==> src/rtl/ps2_mouse_init.sv <==
// ps2_mouse_init: host-to-device PS/2 command sender with line ACK check,
// 0xFA response wait, per-phase watchdog and bounded retries.
module ps2_mouse_init #(
    parameter logic [7:0] CMD = 8'hF4,
    parameter int INHIBIT_CYCLES = 5000,
    parameter int TIMEOUT_CYCLES = 1_000_000,
    parameter int MAX_RETRIES = 3
) (
    input  logic       clk,
    input  logic       reset,
    input  logic       start,
    input  logic       ps2_clk_in,
    input  logic       ps2_data_in,
    output logic       ps2_clk_oe,
    output logic       ps2_data_oe,
    input  logic [7:0] rx_byte,
    input  logic       rx_valid,
    output logic       rx_enable,
    output logic       busy,
    output logic       done,
    output logic       error,
    output logic [1:0] attempts
);
    typedef enum logic [2:0] {IDLE, INHIBIT, REQ, TX, ACK, RESP, DONE, FAIL} state_t;
    localparam logic [31:0] INH_LAST = 32'(INHIBIT_CYCLES - 1);
    localparam logic [31:0] WD_LAST = 32'(TIMEOUT_CYCLES - 1);
    localparam logic [2:0] RETRY_MAX = 3'(MAX_RETRIES);
    state_t state, state_n;
    logic [1:0] clk_s, data_s;
    logic clk_prev, fall, active, wd_on, failed, dr, dr_n;
    logic [3:0] bit_cnt, bit_cnt_n;
    logic [2:0] att, att_n;
    logic [31:0] cnt;
    assign fall = clk_prev & ~clk_s[1];
    assign active = state inside {INHIBIT, REQ, TX, ACK, RESP};
    assign wd_on = state inside {REQ, TX, ACK, RESP};
    always_ff @(posedge clk) begin
        if (reset) begin
            state <= IDLE;
            clk_s <= 2'b11;
            data_s <= 2'b11;
            clk_prev <= 1'b1;
            dr <= 1'b0;
            bit_cnt <= '0;
            att <= '0;
            cnt <= '0;
        end else begin
            clk_s <= {clk_s[0], ps2_clk_in};
            data_s <= {data_s[0], ps2_data_in};
            clk_prev <= clk_s[1];
            state <= state_n;
            dr <= dr_n;
            bit_cnt <= bit_cnt_n;
            att <= att_n;
            cnt <= (state_n != state || !active || (fall && wd_on)) ? '0 : cnt + 32'd1;
        end
    end
    // The REQ-phase falling edge already carries bit 0, so the ACK lands on the 11th edge.
    always_comb begin
        state_n = state;
        dr_n = dr;
        bit_cnt_n = bit_cnt;
        att_n = att;
        failed = 1'b0;
        case (state)
            IDLE, DONE, FAIL: if (start) begin
                state_n = INHIBIT;
                att_n = 3'd1;
                bit_cnt_n = '0;
            end
            INHIBIT: if (cnt == INH_LAST) begin
                state_n = REQ;
                dr_n = 1'b1;
            end
            REQ, TX: if (fall) begin
                dr_n = bit_cnt == 4'd9 ? 1'b0 : bit_cnt == 4'd8 ? ^CMD : ~CMD[bit_cnt[2:0]];
                bit_cnt_n = bit_cnt + 4'd1;
                state_n = bit_cnt == 4'd9 ? ACK : TX;
            end
            ACK: if (fall) begin
                failed = data_s[1];
                state_n = RESP;
            end
            RESP: if (rx_valid) begin
                failed = rx_byte != 8'hFA;
                state_n = DONE;
            end
            default: ;
        endcase
        if (wd_on && cnt == WD_LAST) failed = 1'b1;
        if (failed) begin
            dr_n = 1'b0;
            bit_cnt_n = '0;
            state_n = att <= RETRY_MAX ? INHIBIT : FAIL;
            att_n = att <= RETRY_MAX ? att + 3'd1 : att;
        end
    end
    assign ps2_clk_oe = state == INHIBIT;
    assign ps2_data_oe = dr | (ps2_clk_oe && cnt == INH_LAST);
    assign rx_enable = !(state inside {INHIBIT, REQ, TX, ACK});
    assign busy = active;
    assign done = state == DONE;
    assign error = state == FAIL;
    // Attempt counts beyond 3 read as 3 on the 2-bit port.
    assign attempts = att[2] ? 2'd3 : att[1:0];
endmodule

==> config.mk <==
export PLATFORM = sky130hd
export DESIGN_NAME = ps2_mouse_init
export DESIGN_NICKNAME = d
export VERILOG_FILES = /design/src/rtl/ps2_mouse_init.sv
export SDC_FILE = /design/constraint.sdc
export NUM_CORES = 1
export LEC_CHECK = 0
export BUFFER_PORTS_ARGS = -buffer_cell sky130_fd_sc_hd__buf_2
export CAP_MARGIN = 20
export CORE_MARGIN = 10
export CORE_UTILIZATION = 40
export DETAILED_ROUTE_END_ITERATION = 10
export GPL_ROUTABILITY_DRIVEN = 1
export HOLD_SLACK_MARGIN = 0.1
export SYNTH_ARGS = -nofsm -noshare
export SYNTH_HDL_FRONTEND = slang
export SYNTH_SLANG_ARGS = --single-unit
==> constraint.sdc <==
create_clock -name clk -period 2.6 [get_ports clk]
set_clock_uncertainty 0.1 [all_clocks]
set_input_delay 0.39 -clock clk [delete_from_list [all_inputs] [get_ports clk]]
set_output_delay 0.39 -clock clk [all_outputs]
set_load 0.05 [all_outputs]
# Word-level counts from Yosys, hierarchy flattened
# Memories as Yosys holds them, arrays and structs flattened. A register that Yosys moved wholly into a read port is not among the register bits.
# Index checks and enable logic that the tools add are counted.
# word_totals
regBits	48
latch_bits	0
ram_bits	0
rom_bits	8
inputBits	14
out_inout_bits	8
mem_count	1
# memory_table
name	depth	width	read_ports	rd_ports_with_merged_regs	wr	line_no	source
(name not given)	8	1	1	1	0	76	dr_n = bit_cnt == 4'd9 ? 1'b0 : bit_cnt == 4'd8 ? ^CMD : ~CMD[bit_cnt[2:0]];
# op_classes
add_sub_neg	3
n_mul	0
n_div	0
order_cmp	2
eq_ne	17
shift	0
muxes	29
bitwise_logic	4
n_reduce_logical	22
# ops
op	n
2-to-1 mux 3 bit	14
adder 32 x 1 -> 32 bit (second input constant)	1
== test 32 x 13 -> 1 bit (second input constant)	1
== test 32 x 20 -> 1 bit (second input constant)	1
case mux 3 bit (5 select lines)	1
== test 3 bit (second input constant)	4
AND reduction 3 bit	3
== test 4 bit (second input constant)	2
2-to-1 mux 1 bit	8
2-to-1 mux 4 bit	2
!= test 8 bit (second input constant)	1
case mux 4 bit (2 select lines)	1
nonzero test 2 bit	4
nonzero test 4 bit	2
== test 3 x 2 -> 1 bit (second input constant)	2
OR reduction 2 bit	3
nonzero test 5 bit	1
adder 4 x 1 -> 4 bit (second input constant)	1
less-than comparator 3 x 4 -> 1 bit (second input constant)	1
!= test 2 x 1 -> 1 bit (second input constant)	2
!= test 2 bit (second input constant)	2
case mux 1 bit (2 select lines)	2
adder 3 x 1 -> 3 bit (second input constant)	1
== test 3 x 1 -> 1 bit (second input constant)	1
11 further kinds	16

# Logic depth before layout (Yosys ltp)
# Gate-level depths: netlist of run 1.
# depth
ltp_word	10
depth_mapped	10
mapped_depth_nobuf	9

# Worst setup path after synthesis of run 1
# OpenSTA, ideal clock, no wires.
# synth_timing
path_type	reg2reg
from	reg cnt[0]
to	reg cnt[7]
setup_time_ns	0.088
t_arrival_ns	2.355
path_slack_ns	0.057
stages_incl_launch_ff	9
path_cell_list	dfxtp_1 ha_1 nand3_4 or4_4 nor4_4 o221ai_2 a311o_2 buf_6 nor4_4
# synth_between
elab_chain_len	8
elab_cells_between_ends	12
# synth_rtl
item	line_no	source
start: declaration	33	logic [31:0] cnt;
start signal: assignment	55	cnt <= (state_n != state || !active || (fall && wd_on)) ? '0 : cnt + 32'd1;
== test 32 x 13 -> 1 bit / == test 32 x 20 -> 1 bit (equally long branches)	71, 90	
2-to-1 mux 3 bit / logical AND 1 bit (equally long branches)	71, 90	
case mux 3 bit (5 select lines) / 2-to-1 mux 1 bit (equally long branches)	65, 90	
2-to-1 mux 3 bit	91	if (failed) begin
!= test 3 bit	55	
logical OR 1 bit (2 in series)	55	
OR reduction 2 bit (no line)	-	
# Parallel ways exist; a longest one is shown, timed or not.
# A chain may end at the register's enable or synchronous reset.

# Worst setup path after layout of run 1
# layout_timing
from	reg cnt[12]
to	reg cnt[31]
# The elaborated chain is that of the path after synthesis.

==> results of run 1 <==
-- cells in the mapped netlist (2+ instances only) --
library cell,count,area [sq um]
dfxtp_1,49,981
nor4_2,29,363
xor2_1,26,228
nand2_1,25,93.8
nor2_1,25,93.8
nand3_1,17,85.1
nand4_1,11,68.8
clkbuf_1,10,37.5
nor3_1,9,45.0
or2_2,9,56.3
a21oi_1,8,40.0
and3_1,7,43.8
xnor2_1,7,61.3
buf_6,6,67.6
ha_1,6,75.1
inv_1,6,22.5
nor4_1,6,37.5
a31oi_1,4,25.0
o21a_1,4,30.0
and2_1,3,18.8
buf_4,3,22.5
and2b_1,2,15.0
nand3b_1,2,15.0
nand4bb_1,2,22.5
nor2b_1,2,12.5
nor4_4,2,42.5
nor4b_1,2,17.5
o21ai_0,2,10.0
or3_1,2,12.5
-- logic make-up after synthesis --
family / Yosys count
fa+ha+maj: 6
simple gates: 163
mux: 2
compound gates: 26
xor+xnor: 33
buf+inv: 26
flops: 49
-- per-stage QoR --
stage	setup WS [ps]	TNS (ps)	util, %
after CTS	2.11	0	48.4
after global routing	-137	-3580	49.7
final	-4.37	-9.80	49.7
after floorplan	56.9	0	-
after global placement	4.84	0	46.2
after detailed placement	-69.2	-1290	46.2
-- routing by layer --
layer,global-route usage [%],up-vias,part of all wire (%)
li1,-,1163,-
met1,14.6,1040,47
met2,19.4,30,49
met3,2.60,8,3.1
met4,3.88,0,1.4
met5,0,-,0
-- power by group --
group	switching, mW	internal [mW]
Sequential	0.00742	0.756
Clock	0.258	0.186
Combinational	0.0846	0.0440
-- worst max-delay path, stage by stage (launching register included) --
cell	delay, ps
dfxtp_1	320
nand4bb_1	170
or4_4	550
nor4_4	370
nand3_1	130
a311o_2	440
buf_12	190
nor4_4	250
-- layout make-up --
type	count	area (sq um)	share of cell area, %
tap	96	120	3.54
clock buffer	5	68.8	2.03
sequential	49	991	29.2
timing repair buffer	47	369	10.9
clock inverter	3	17.5	0.516
multi-input combinational	230	1810	53.2
inverter	6	22.5	0.663
-- registers in the layout (all words and copies together) (netlist names), named ones only --
register	cells
clk_prev	1
clk_s	2
cnt	32
bit_cnt	4
state	3
data_s	2
dr	1
att	3
-- what timing repair did --
| action | in CTS | in global routing |
|---|---|---|
| setup buffers | 1 | 2 |
| gates resized for setup | 11 | 14 |
| endpoints found under the hold margin | 0 | 0 |
| gates cloned | 0 | 0 |
| endpoints found under the setup margin | 34 | 34 |
| pin swaps | 1 | 8 |
-- how the worst min path moves through the flow --
stage	to	slack (ps)	cells past startpoint
finish	clk_s[0]	160	2
global route	clk_s[0]	150	2
CTS	clk_s[0]	150	2
detailed placement	data_s[1]	290	1
global placement	data_s[1]	290	1
floorplan	clk_s[1]	290	1
==> run metrics, run 1 <==
clock sink count=49; vias per inst=5.14; TritonRoute pass-1 iters=4; worst skew pair latency=310 ps; Worst Slack Setup Final=-4.37 ps; most frequent cells in the layout=43 x dfxtp_1, 26 x xor2_1, 25 x nor4_2; final setup violating endpoints=3; grt ovf=0; H-Tree Depth=2; final instance area=0.00339 sq mm; Rows=30; input/output buffers=21; Post-synth EDFFs=0; Tcrit/Tclk final=100%; commonest non-fill, non-tap cell in the layout=dfxtp_1; critical path type=flop to flop; hpwl dp=4.40 mm; first-pass GRT wire length=10.8 mm; routed via count=2241; syn nets=325; starting density of the core=41.4%; worst-margin pin slew=441 ps; final cell count without fillers=436; pwr/cell area=394 mW/mm^2; failing checks=setup timing; share of cells above drive strength 1=34.7%; core area=0.00683 sq mm; largest family of logic cells by synthesized area=simple AND/OR/NAND/NOR gates; post-synthesis cell area=0.00283 sq mm; Yosys reg bits=49; portion of netlist area occupied by mux cells=0.753%; Max VDD drop=284 uV; number of library cell types mapped by synthesis=48; CTS Hold Buffers Added=0; fillcell total=662; vias in the first global route=2235; gr usage total=11.7%; Leak=1.14 nW; Worst R2R Setup Slack=-4 ps; Post-Synth Simple-Gate Area=39.7%; Routed Wire Length=6.11 mm; Cell Area, Placed=0.00316 sq mm; worst r2r dst=cnt[31]; initial drt markers=83; CP Data Required Time=2730 ps; Max Fclk=384 MHz; Post-Synth Adder-Cell Area=2.66%; die height=104 um; CP endpoint kind=flop; hold crit path type=input port to flop; worst relative slew slack=70.6%; initial antenna violation count=0; register area share after synthesis=34.7%; Cells after Synth=305; Die W=104 um; hold slack=160 ps; syn avg cell area=9.27 sq um; Final min period=2600 ps; layout net count=359; maximum number of pins on one net before global-route repair=24; maxcap violations=0; Reg clk slew, reported paths=90 ps; Synth Area in Compound Gates=6.20%; CP arrival=2730 ps; total placed cells including tap cells=425; Synth Area in XOR/XNOR=10.2%; antenna-violating nets left=0; crit-path max FO=22; YS warnings=0; n_diodes=0; worst r2r src=cnt[12]; DRC Markers=0; crit path capture=cnt[31]; crit path from=cnt[12]; DR WL/cell=14.0 um; Design Power=1.34 mW; CTS buffer count=5; outcome=finished with violations; Clock Path Buffers=2; RSZ-0062 raised after global routing=yes; FF-to-FF path depth=7; Placer Congestion=0.782; Hold Crit Start=ps2_clk_in; prevailing post-synth register cell=dfxtp_1; Area Growth Syn to Fin=20.1%; root buffer cell=clkbuf_8; Final Hold Viols=0; CTS tree=done; ys async rst share=0%; max-slew violation count=0; Startpoint Class=flop; die area=0.0108 sq mm; Ports=22
(Power assumes the default switching activity.)
==> run 2: changes to the inputs <==
--- a/config.mk
+++ b/config.mk
@@ -12,6 +12,7 @@
 export DETAILED_ROUTE_END_ITERATION = 10
 export GPL_ROUTABILITY_DRIVEN = 1
 export HOLD_SLACK_MARGIN = 0.1
+export PLACE_DENSITY = 0.71
 export SYNTH_ARGS = -nofsm -noshare
 export SYNTH_HDL_FRONTEND = slang
 export SYNTH_SLANG_ARGS = --single-unit
==> run metrics, run 2 (same netlist as run 1, synthesis figures left out) <==
Critical Path Stages=7; antenna-violating nets left=0; DRC Markers=0; FF-to-FF path depth=7; routed via count=2326; Max stage delay on crit path=550 ps; Final Hold Viols=0; met3 WL=208 um; DR WL/cell=14.3 um; register share of total power=49.8%; Clock power frac=42.0%; worst skew pair latency=300 ps; Leak=1.17 nW; first-pass GRT wire length=10.2 mm; Rows=30; layout net count=361; critical path, cell by cell=nand4bb_1 > or4_4 > nor4_4 > nand3_1 > a311o_2 > buf_12 > nor4_2; final setup violating endpoints=22; number of flip-flops under the largest register name=32; Tcrit/Tclk final=101%; CP endpoint kind=flop; gr usage total=10.7%; Final min period=2620 ps; Max VDD drop=264 uV; Critical path buffers and inverters=1; CTS tree=done; final cell count without fillers=438; TritonRoute pass-1 iters=4; vias per inst=5.31; n_diodes=0; Clock Path Buffers=2; total placed cells including tap cells=424; Worst Slack Setup Final=-24.6 ps; crit-path max FO=22; Ports=22; failing checks=setup timing; Area Growth Syn to Fin=22.3%; vias in the first global route=2232; Biggest register=cnt; hold path depth=2; initial drt markers=104; Met1 Wirelength=2.78 mm; worst relative slew slack=68.3%; WL met2=3.22 mm; worst-margin pin slew=476 ps; CP Data Required Time=2710 ps; Sw Ratio=23.0%; Design Power=1.53 mW; Placer Congestion=0.804; die area=0.0108 sq mm; delay-heaviest family, CP=simple AND/OR/NAND/NOR gates; Startpoint Class=flop; maxcap violations=0; die height=104 um; Sw Pwr=0.353 mW; outcome=finished with violations; Routed Wire Length=6.27 mm; max-slew violation count=0; Reg clk slew, reported paths=100 ps; Worst R2R Setup Slack=-20 ps; Die W=104 um; root buffer cell=clkbuf_8; pwr/cell area=444 mW/mm^2; hpwl dp=4.16 mm; setup_tns=-227 ps; CTS buffer count=5; largest registers=cnt: 32 flops, bit_cnt: 4 flops; core area=0.00683 sq mm; pre-CTS WS=25.5 ps; Max Fclk=381 MHz; initial antenna violation count=0; uppermost layer routed=met4; critical path type=flop to flop; Cell Area, Placed=0.00314 sq mm; input/output buffers=21; cell-internal power=1.18 mW; share of cells above drive strength 1=34.8%; CP arrival=2740 ps; H-Tree Depth=2; most frequent cells in the layout=46 x dfxtp_1, 30 x nor4_2, 26 x xor2_1; Slowest-stage cell, CP=or4_4; maximum number of pins on one net before global-route repair=33; hold slack=161 ps; commonest non-fill, non-tap cell in the layout=dfxtp_1; starting density of the core=41.4%; CTS Hold Buffers Added=0; Final Core Density=50.6%; RSZ-0062 raised after global routing=yes; final instance area=0.00346 sq mm; clock sink count=49; grt ovf=0; hold crit path type=input port to flop; Comb power frac=8.2%
## run 2: what timing repair did
| action | 4_1_cts | 5_1_grt |
|---|---|---|
| cloned | 0 | 2 |
| resized for setup | 4 | 21 |
| endpoints found under the setup margin | 3 | 35 |
| pin swaps | 0 | 10 |
| setup buffers | 0 | 4 |
## run 2: layout make-up
class | count | area [sq um]
flip-flops and latches | 49 | 985
multi-input cells | 230 | 1790
fillers | 643 | 3380
inverters | 6 | 22.5
clock inverters | 3 | 65.1
clock buffers | 5 | 68.8
well taps | 96 | 120
repair buffers | 49 | 404
## run 2: per-layer routing
metal | vias up | track usage [%]
li1 | 1165 | -
met1 | 1123 | 13.1
met2 | 32 | 18.2
met3 | 6 | 2.60
met4 | 0 | 2.98
met5 | - | 0
## run 2: final timing paths
check	startpoint	endpoint
setup / recovery	cnt[12]	cnt[14]
hold / removal	ps2_clk_in	clk_s[0]
setup reg to reg	cnt[12]	cnt[14]
hold reg to reg	data_s[0]	data_s[1]
## run 2: power by group through the flow
stage / clock [mW] / combinational (mW) / sequential [mW]
after floorplan: 0 / 0.0881 / 0.777
after global placement: 0 / 0.120 / 0.780
after detailed placement: 0 / 0.122 / 0.781
after CTS: 0.652 / 0.123 / 0.763
after global routing: 0.676 / 0.137 / 0.765
final: 0.645 / 0.126 / 0.764
